===== src/rtl/cfg_frame_loader.sv =====
// cfg_frame_loader
//
// Purpose: Loads configuration into the connection-block array. A serial
// bitstream arrives MSB first over a valid/ready handshake. The loader packs it
// into FRAME_W-bit frames and writes each frame to one Cblock in turn, starting
// with block 0. Each write uses the shared `bits` bus and a one-hot `wr_en`.
// Every write is framed by a SETUP cycle and a HOLD cycle. This keeps `bits`
// stable around the enable pulse, so the level-sensitive latches in the
// Cblocks capture a clean frame.
//
// Handshake: a serial bit transfers on a rising edge where cfg_valid and
// cfg_ready are both high. cfg_ready is high only in SHIFT. The ready signal
// does not depend on cfg_valid.
//
// Optional feature (macro CFG_PARITY_EN):
//   - Each frame is followed by one even-parity bit. This bit is not shifted
//     into `bits`.
//   - A parity mismatch sets err and aborts the load through DONE. The block
//     with the bad frame is not written.
//   - With the macro undefined, no parity bit is expected and err is tied to 0.
//
// Ports:
//   clk        system clock, rising edge
//   rst_n      synchronous active-low reset
//   start      one-cycle load request, honoured only in IDLE
//   cfg_valid  serial bit valid
//   cfg_bit    serial bit, frame MSB first
//   cfg_ready  loader accepts cfg_bit this cycle
//   bits       FRAME_W-bit frame bus to all Cblocks
//   wr_en      one-hot latch enable, bit i drives Cblock i
//   busy       high from accepted start until done
//   done       one-cycle pulse after the final block write
//   err        sticky parity error, cleared by reset or accepted start
module cfg_frame_loader #(
    parameter int NUM_BLOCKS = 4,
    parameter int FRAME_W    = 18
) (
    input  logic                  clk,
    input  logic                  rst_n,
    input  logic                  start,
    input  logic                  cfg_valid,
    input  logic                  cfg_bit,
    output logic                  cfg_ready,
    output logic [FRAME_W-1:0]    bits,
    output logic [NUM_BLOCKS-1:0] wr_en,
    output logic                  busy,
    output logic                  done,
    output logic                  err
);

    localparam int CNT_W = $clog2(FRAME_W + 2);
    localparam int IDX_W = (NUM_BLOCKS > 1) ? $clog2(NUM_BLOCKS) : 1;

    typedef enum logic [2:0] {
        IDLE  = 3'd0,
        SHIFT = 3'd1,
        SETUP = 3'd2,
        WRITE = 3'd3,
        HOLD  = 3'd4,
        DONE  = 3'd5
    } state_t;

    state_t             state_q, state_d;
    logic [FRAME_W-1:0] bits_q,  bits_d;
    logic [CNT_W-1:0]   cnt_q,   cnt_d;
    logic [IDX_W-1:0]   blk_q,   blk_d;
`ifdef CFG_PARITY_EN
    logic               err_q,   err_d;
`endif

    always_ff @(posedge clk) begin
        if (!rst_n) begin
            state_q <= IDLE;
            bits_q  <= '0;
            cnt_q   <= '0;
            blk_q   <= '0;
`ifdef CFG_PARITY_EN
            err_q   <= 1'b0;
`endif
        end else begin
            state_q <= state_d;
            bits_q  <= bits_d;
            cnt_q   <= cnt_d;
            blk_q   <= blk_d;
`ifdef CFG_PARITY_EN
            err_q   <= err_d;
`endif
        end
    end

    always_comb begin
        state_d   = state_q;
        bits_d    = bits_q;
        cnt_d     = cnt_q;
        blk_d     = blk_q;
`ifdef CFG_PARITY_EN
        err_d     = err_q;
`endif
        cfg_ready = 1'b0;
        wr_en     = '0;
        done      = 1'b0;

        case (state_q)
            IDLE: begin
                if (start) begin
                    state_d = SHIFT;
                    cnt_d   = '0;
                    blk_d   = '0;
`ifdef CFG_PARITY_EN
                    err_d   = 1'b0;
`endif
                end
            end
            SHIFT: begin
                cfg_ready = 1'b1;
                if (cfg_valid) begin
`ifdef CFG_PARITY_EN
                    // The extra bit after a full frame is parity. It is
                    // compared with the frame and never shifted into bits.
                    if (cnt_q == CNT_W'(FRAME_W)) begin
                        if (cfg_bit == ^bits_q) begin
                            state_d = SETUP;
                        end else begin
                            err_d   = 1'b1;
                            state_d = DONE;
                        end
                    end else begin
                        bits_d = {bits_q[FRAME_W-2:0], cfg_bit};
                        cnt_d  = cnt_q + CNT_W'(1);
                    end
`else
                    bits_d = {bits_q[FRAME_W-2:0], cfg_bit};
                    cnt_d  = cnt_q + CNT_W'(1);
                    if (cnt_q == CNT_W'(FRAME_W - 1)) begin
                        state_d = SETUP;
                    end
`endif
                end
            end
            SETUP: begin
                state_d = WRITE;
            end
            WRITE: begin
                wr_en   = NUM_BLOCKS'(1) << blk_q;
                state_d = HOLD;
            end
            HOLD: begin
                if (blk_q == IDX_W'(NUM_BLOCKS - 1)) begin
                    state_d = DONE;
                end else begin
                    blk_d   = blk_q + IDX_W'(1);
                    cnt_d   = '0;
                    state_d = SHIFT;
                end
            end
            DONE: begin
                done    = 1'b1;
                state_d = IDLE;
            end
            default: begin
                state_d = IDLE;
            end
        endcase
    end

    // busy covers the DONE cycle and drops once the FSM is back in IDLE.
    assign busy = (state_q != IDLE);
    assign bits = bits_q;
`ifdef CFG_PARITY_EN
    assign err  = err_q;
`else
    assign err  = 1'b0;
`endif

endmodule


===== config.mk =====
export PLATFORM = sky130hd
export DESIGN_NAME = cfg_frame_loader
export DESIGN_NICKNAME = d
export VERILOG_FILES = /design/src/rtl/cfg_frame_loader.sv
export SDC_FILE = /design/constraint.sdc
export NUM_CORES = 1
export LEC_CHECK = 0
export CAP_MARGIN = 20
export CORE_UTILIZATION = 43
export DETAILED_ROUTE_END_ITERATION = 16
export PLACE_DENSITY = 0.76
export SLEW_MARGIN = 20
export SYNTH_ARGS = -nofsm -noshare
export SYNTH_HDL_FRONTEND = slang
export SYNTH_SLANG_ARGS = --single-unit

===== constraint.sdc =====
create_clock -name clk -period 1.2 [get_ports clk]
set_input_delay 0.24 -clock clk [delete_from_list [all_inputs] [get_ports clk]]
set_output_delay 0.24 -clock clk [all_outputs]
set_load 0.02 [all_outputs]

## After elaboration in Yosys (flattened, before gate mapping)

Index checks and enable logic that the tools add are counted.

- Reductions and logical operators: 8
- $add $sub $neg: 2
- Mux-type cells: 15
- Eq/ne operators: 11
- Shifts and indexed selects: 1

Operators by type and width:

| kind | count |
|---|---|
| 5-bit two-way mux | 3 |
| 3-bit one-hot mux with 5 select lines | 1 |
| 5-bit one-hot mux with 3 select lines | 1 |
| 3-bit two-way mux | 4 |
| 2-bit != test, second input constant | 4 |
| 3-bit by 2-bit equality test with 1-bit output, second input constant | 2 |
| 3-bit equality test, second input constant | 2 |
| 3-bit AND reduction | 2 |
| 3-bit nonzero test | 2 |
| 5-bit by 1-bit adder with 5-bit output, second input constant | 1 |
| 5-bit equality test, second input constant | 1 |
| 2-bit two-way mux | 2 |
| 4-bit two-way mux | 1 |
| 2-bit one-hot mux with 2 select lines | 1 |
| 4-bit AND reduction | 1 |
| 1-bit by 2-bit << shifter with 4-bit output, first input constant | 1 |
| 3-bit by 1-bit equality test with 1-bit output, second input constant | 1 |
| 3-bit zero test | 1 |
| 2-bit by 1-bit adder with 2-bit output, second input constant | 1 |
| 2-bit equality test, second input constant | 1 |
| 1-bit two-way mux | 2 |
| 2-bit AND reduction | 1 |
| 2-bit nonzero test | 1 |

- Bits in registers: 28
- Logic and storage cells: 41

## Longest topological paths before layout

- Depth after elaboration: 4
- Mapped depth: 6

## Worst setup path before layout

Ideal clock, no wire load.

- Path type: reg2reg
- Start: reg state_q[0]
- End: reg cnt_q[2]
- Setup time: 75 ps
- Slack: -231 ps
- Arrival: 1356 ps
- Required time: 1125 ps
- Cell stages (with the launch flop): 7
- Cells stage by stage: dfxtp_1 > buf_4 > nor3b_4 > and2_4 > buf_4 > nand3b_1 > a31oi_1

- Cells in the longest elaborated chain, start to end: 3
- Elaborated cells between the ends (all ways): 9
- Those cells by class: eq/ne: 5; mux: 1; reduce/logical: 3

Ends and longest elaborated chain:

| what | line | source |
|---|---|---|
| start, declared | 63 | `state_t state_q, state_d;` |
| start signal, assigned | 81 | `state_q <= state_d;` |
| 3-bit equality test, or another cell as far along | 103 | `case (state_q)` |
| 2-bit != test (no line) or 3-bit nonzero test (tied branches) | - |  |
| 4-bit AND reduction (no line) | - |  |
| end signal, assigned | 83 | `cnt_q <= cnt_d;` |
| end, declared | 65 | `logic [CNT_W-1:0] cnt_q, cnt_d;` |

Parallel ways exist; a longest one is shown, timed or not.
A chain may end at the register's enable or synchronous reset.

## Final worst setup path

- Start: reg blk_q[1]
- End: out wr_en[1]

- Cells in the longest elaborated chain, start to end: 2

Ends and longest elaborated chain:

| what | line | source |
|---|---|---|
| start, declared | 66 | `logic [IDX_W-1:0] blk_q, blk_d;` |
| start signal, assigned | 84 | `blk_q <= blk_d;` |
| 1-bit by 2-bit << shifter with 4-bit output | 144 | `wr_en = NUM_BLOCKS'(1) << blk_q;` |
| 4-bit two-way mux | 103 |  |
| end, declared | 45 | `output logic [NUM_BLOCKS-1:0] wr_en,` |

No other way between the ends.

==> results.md <==
* Status: complete, but fails checks
* Failing checks: setup timing
* Worst-Skew Late Latency at 0.33 ns
* Die width at 55.9 µm
* Hold-fix buffer count after cts at 0
* Register area share after synthesis at between 40% and 50%
* Core Area at 0.00276 mm²
* Total gr overflow at 0
* Cell family contributing the most delay on the critical path: flip-flops
* Die height at 55.9 µm
* Ant. Diodes at 0
* Std cell rows at 19
* Total Wirelength at 3.13 mm
* Leak pwr at 0.000797 µW
* Wl on met1 at 1.30 mm
* Final #Nets at 226
* Share of layout cells above drive strength 1 at 47.9%
* Post-layout min period at approximately 1.5 ns
* Max Freq at 0.675 GHz
* Crit-path cells: inv_2, ha_2, and3_4, buf_6
* Hold Fails Final Rpt at 0
* Hold crit path type: in2reg
* Vias per inst at 5.13
* Hold Crit Start: cfg_bit
* Initial DRC Count at 15
* Final Max Tran Viols at 0
* Num CTS Buffers at 3
* Mean Syn Cell Area at 8.07 µm²
* Worst r2r src: state_q[0]
* Final setup viols at 33
* CTS root buf: clkbuf_4
* Clock Sink Count at 28
* First-pass GRT wire length at 5.06 mm
* Met2 wire len at 1.70 mm
* Pint at 1160 µW
* Pre-antenna DRT Iters at 4
* Final antenna-violating net count at 0
* DR DRC count at 0
* Worst Setup End Kind: output port
* Leading cell types in the layout, fill and taps excluded: 42 x nand2_1, 34 x buf_4, 19 x dfxtp_1, 19 x buf_2, 13 x a21oi_1
* Die area at 0.00313 mm²
* Synth cell types at 32
* Final Worst Setup Slack at -0.282 ns
* Clock power frac at 24.9%
* Synthesized area at about 0.0013 mm²
* Largest net degree at the start of global routing at 15
* Met3 WL post-DR at 94 µm
* Setup tns final at -6.11 ns
* Max Cap Viol at 0
* Critical path arrival at 1.24 ns
* Sequential power share at 60.9%
* Critical path class: reg2out
* WP buf/inv at 2
* Net switching fraction of the power at 24.9%
* Gate power share at 14.2%
* Synth warn at 0
* Sw power at 384 µW
* Final core utilization at approximately two thirds
* Max stage delay on crit path at 0.40 ns
* Crit-path slowest cell: dfxtp_4
* CTS max path bufs at 2
* Routability Congestion at 0.761
* Number of global-route vias before repair at about 1200
* GRT Overall Usage at 20.2%
* Commonest non-fill, non-tap cell in the layout: nand2_1
* Post-Syn Nets at 166
* Register bit count reported by yosys at 28
* H-tree lvl count at 1
* IO Count at 31
* CTS tree: built
* Initial antenna violation count at 0
* Initial Util at 45.4%
* Async S/R FF share, synth at 0%
* Post-synth EDFFs at 0
* Skew final at 0.00712 ns
* # port buffers at 29
* DR top layer: met4
* Tcrit/Tclk final at 123%
* Cells after Synth at 155
* CP startpoint kind: register
* Power Dens Cells at between 800 and 900 mW/mm²
* Worst Path Required at 0.96 ns
* Via count at ~1300
* Post-DP HPWL at 2.10 mm
* WL/cell at ~13 µm
* Worst vdd ir at a little under 0.0008 V
* RSZ-0062 raised after global routing: yes
* Main synth FF type: dfxtp_1
* Clock transition at path regs at 0.14 ns
* Max FO, Critical Path at 4
* CP Launch Point: blk_q[1]
* Synth-to-Final Area Change at 50.4%
## through the flow
stage,hold slack (ns),area [µm²],instances,total power (µW),worst slack [ns]
final,0.444,1880,244,1540,-0.282
after global routing,0.464,1880,244,1600,-0.328
after CTS,0.454,1900,243,1530,-0.280
after detailed placement,0.458,1790,238,1160,-0.447
after global placement,0.453,1790,238,1150,-0.367
after floorplan,0.376,1270,155,1070,-0.190
## metal layers
| layer | up-vias | global-route usage [%] |
|---|---|---|
| met3 | 4 | 2.33 |
| li1 | 636 | - |
| met4 | 0 | 8.01 |
| met1 | 588 | 24.0 |
| met2 | 24 | 36.8 |
| met5 | - | 0 |
## synthesized netlist by cell type, drive strengths merged (3+ instances only)
master  instances  share of area, %
nand2b          3               1.5
dfxtp          28                45
ha              6               6.0
buf             6               3.2
a21oi          20               8.0
o21ai           3               1.2
nand3           3               1.2
nor2b           3               1.5
nand2          44                13
nor2            7               2.1
clkbuf          4               1.2
inv             3              0.90
and3            4               2.0
## final timing paths
kind / endpoint / slack [ns] / cells past startpoint
setup reg to reg: cnt_q[4] / -0.23 / 6
hold / removal: bits[0] / 0.44 / 3
setup / recovery: wr_en[1] / -0.28 / 4
hold reg to reg: bits[8] / 0.48 / 2
## logic make-up after synthesis
| family | count (synthesis) | share of synthesized area [%] |
|---|---|---|
| AO/OA/AOI/OAI | 34 | 16.2 |
| adder cells (fa/ha/maj) | 6 | 6.00 |
| buffers and inverters | 14 | 5.60 |
| flip-flops | 28 | 44.8 |
| multiplexers | 1 | 0.800 |
| other | 1 | 0.300 |
| AND/OR/NAND/NOR | 71 | 26.3 |
## registers in the layout (all words and copies together), names as in the netlist
name and count:
state_q 3, blk_q 2, cnt_q 5, bits 18
## area by class of cell
cell class | count | area [µm²]
fillers | 241 | 876
flip-flops and latches | 28 | 584
multi-input cells | 113 | 732
inverters | 4 | 15.0
clock buffers | 3 | 22.5
repair buffers | 65 | 489
well taps | 31 | 38.8
## repair_timing
action,4_1_cts,5_1_grt
gates resized for setup,129,25
buffers inserted,2,1
pin swaps,4,4
endpoints found under the setup margin,52,46
## worst register-to-register path: stages, from the launching register on
cell,delay (ns)
dfxtp_4,0.40
buf_6,0.09
nor3b_4,0.21
buf_6,0.14
and2_4,0.17
a41oi_2,0.11
a311oi_1,0.23
## power by group through the flow
| stage | registers, µW | logic [µW] | clock network, µW |
|---|---|---|---|
| 2_1_floorplan | 966 | 105 | 0 |
| 3_3_place_gp | 965 | 188 | 0 |
| 3_5_place_dp | 966 | 192 | 0 |
| 4_1_cts | 940 | 209 | 384 |
| 5_1_grt | 940 | 234 | 429 |
| 6_report | 937 | 218 | 384 |
No activity file was read; power rests on OpenSTA's default activity.
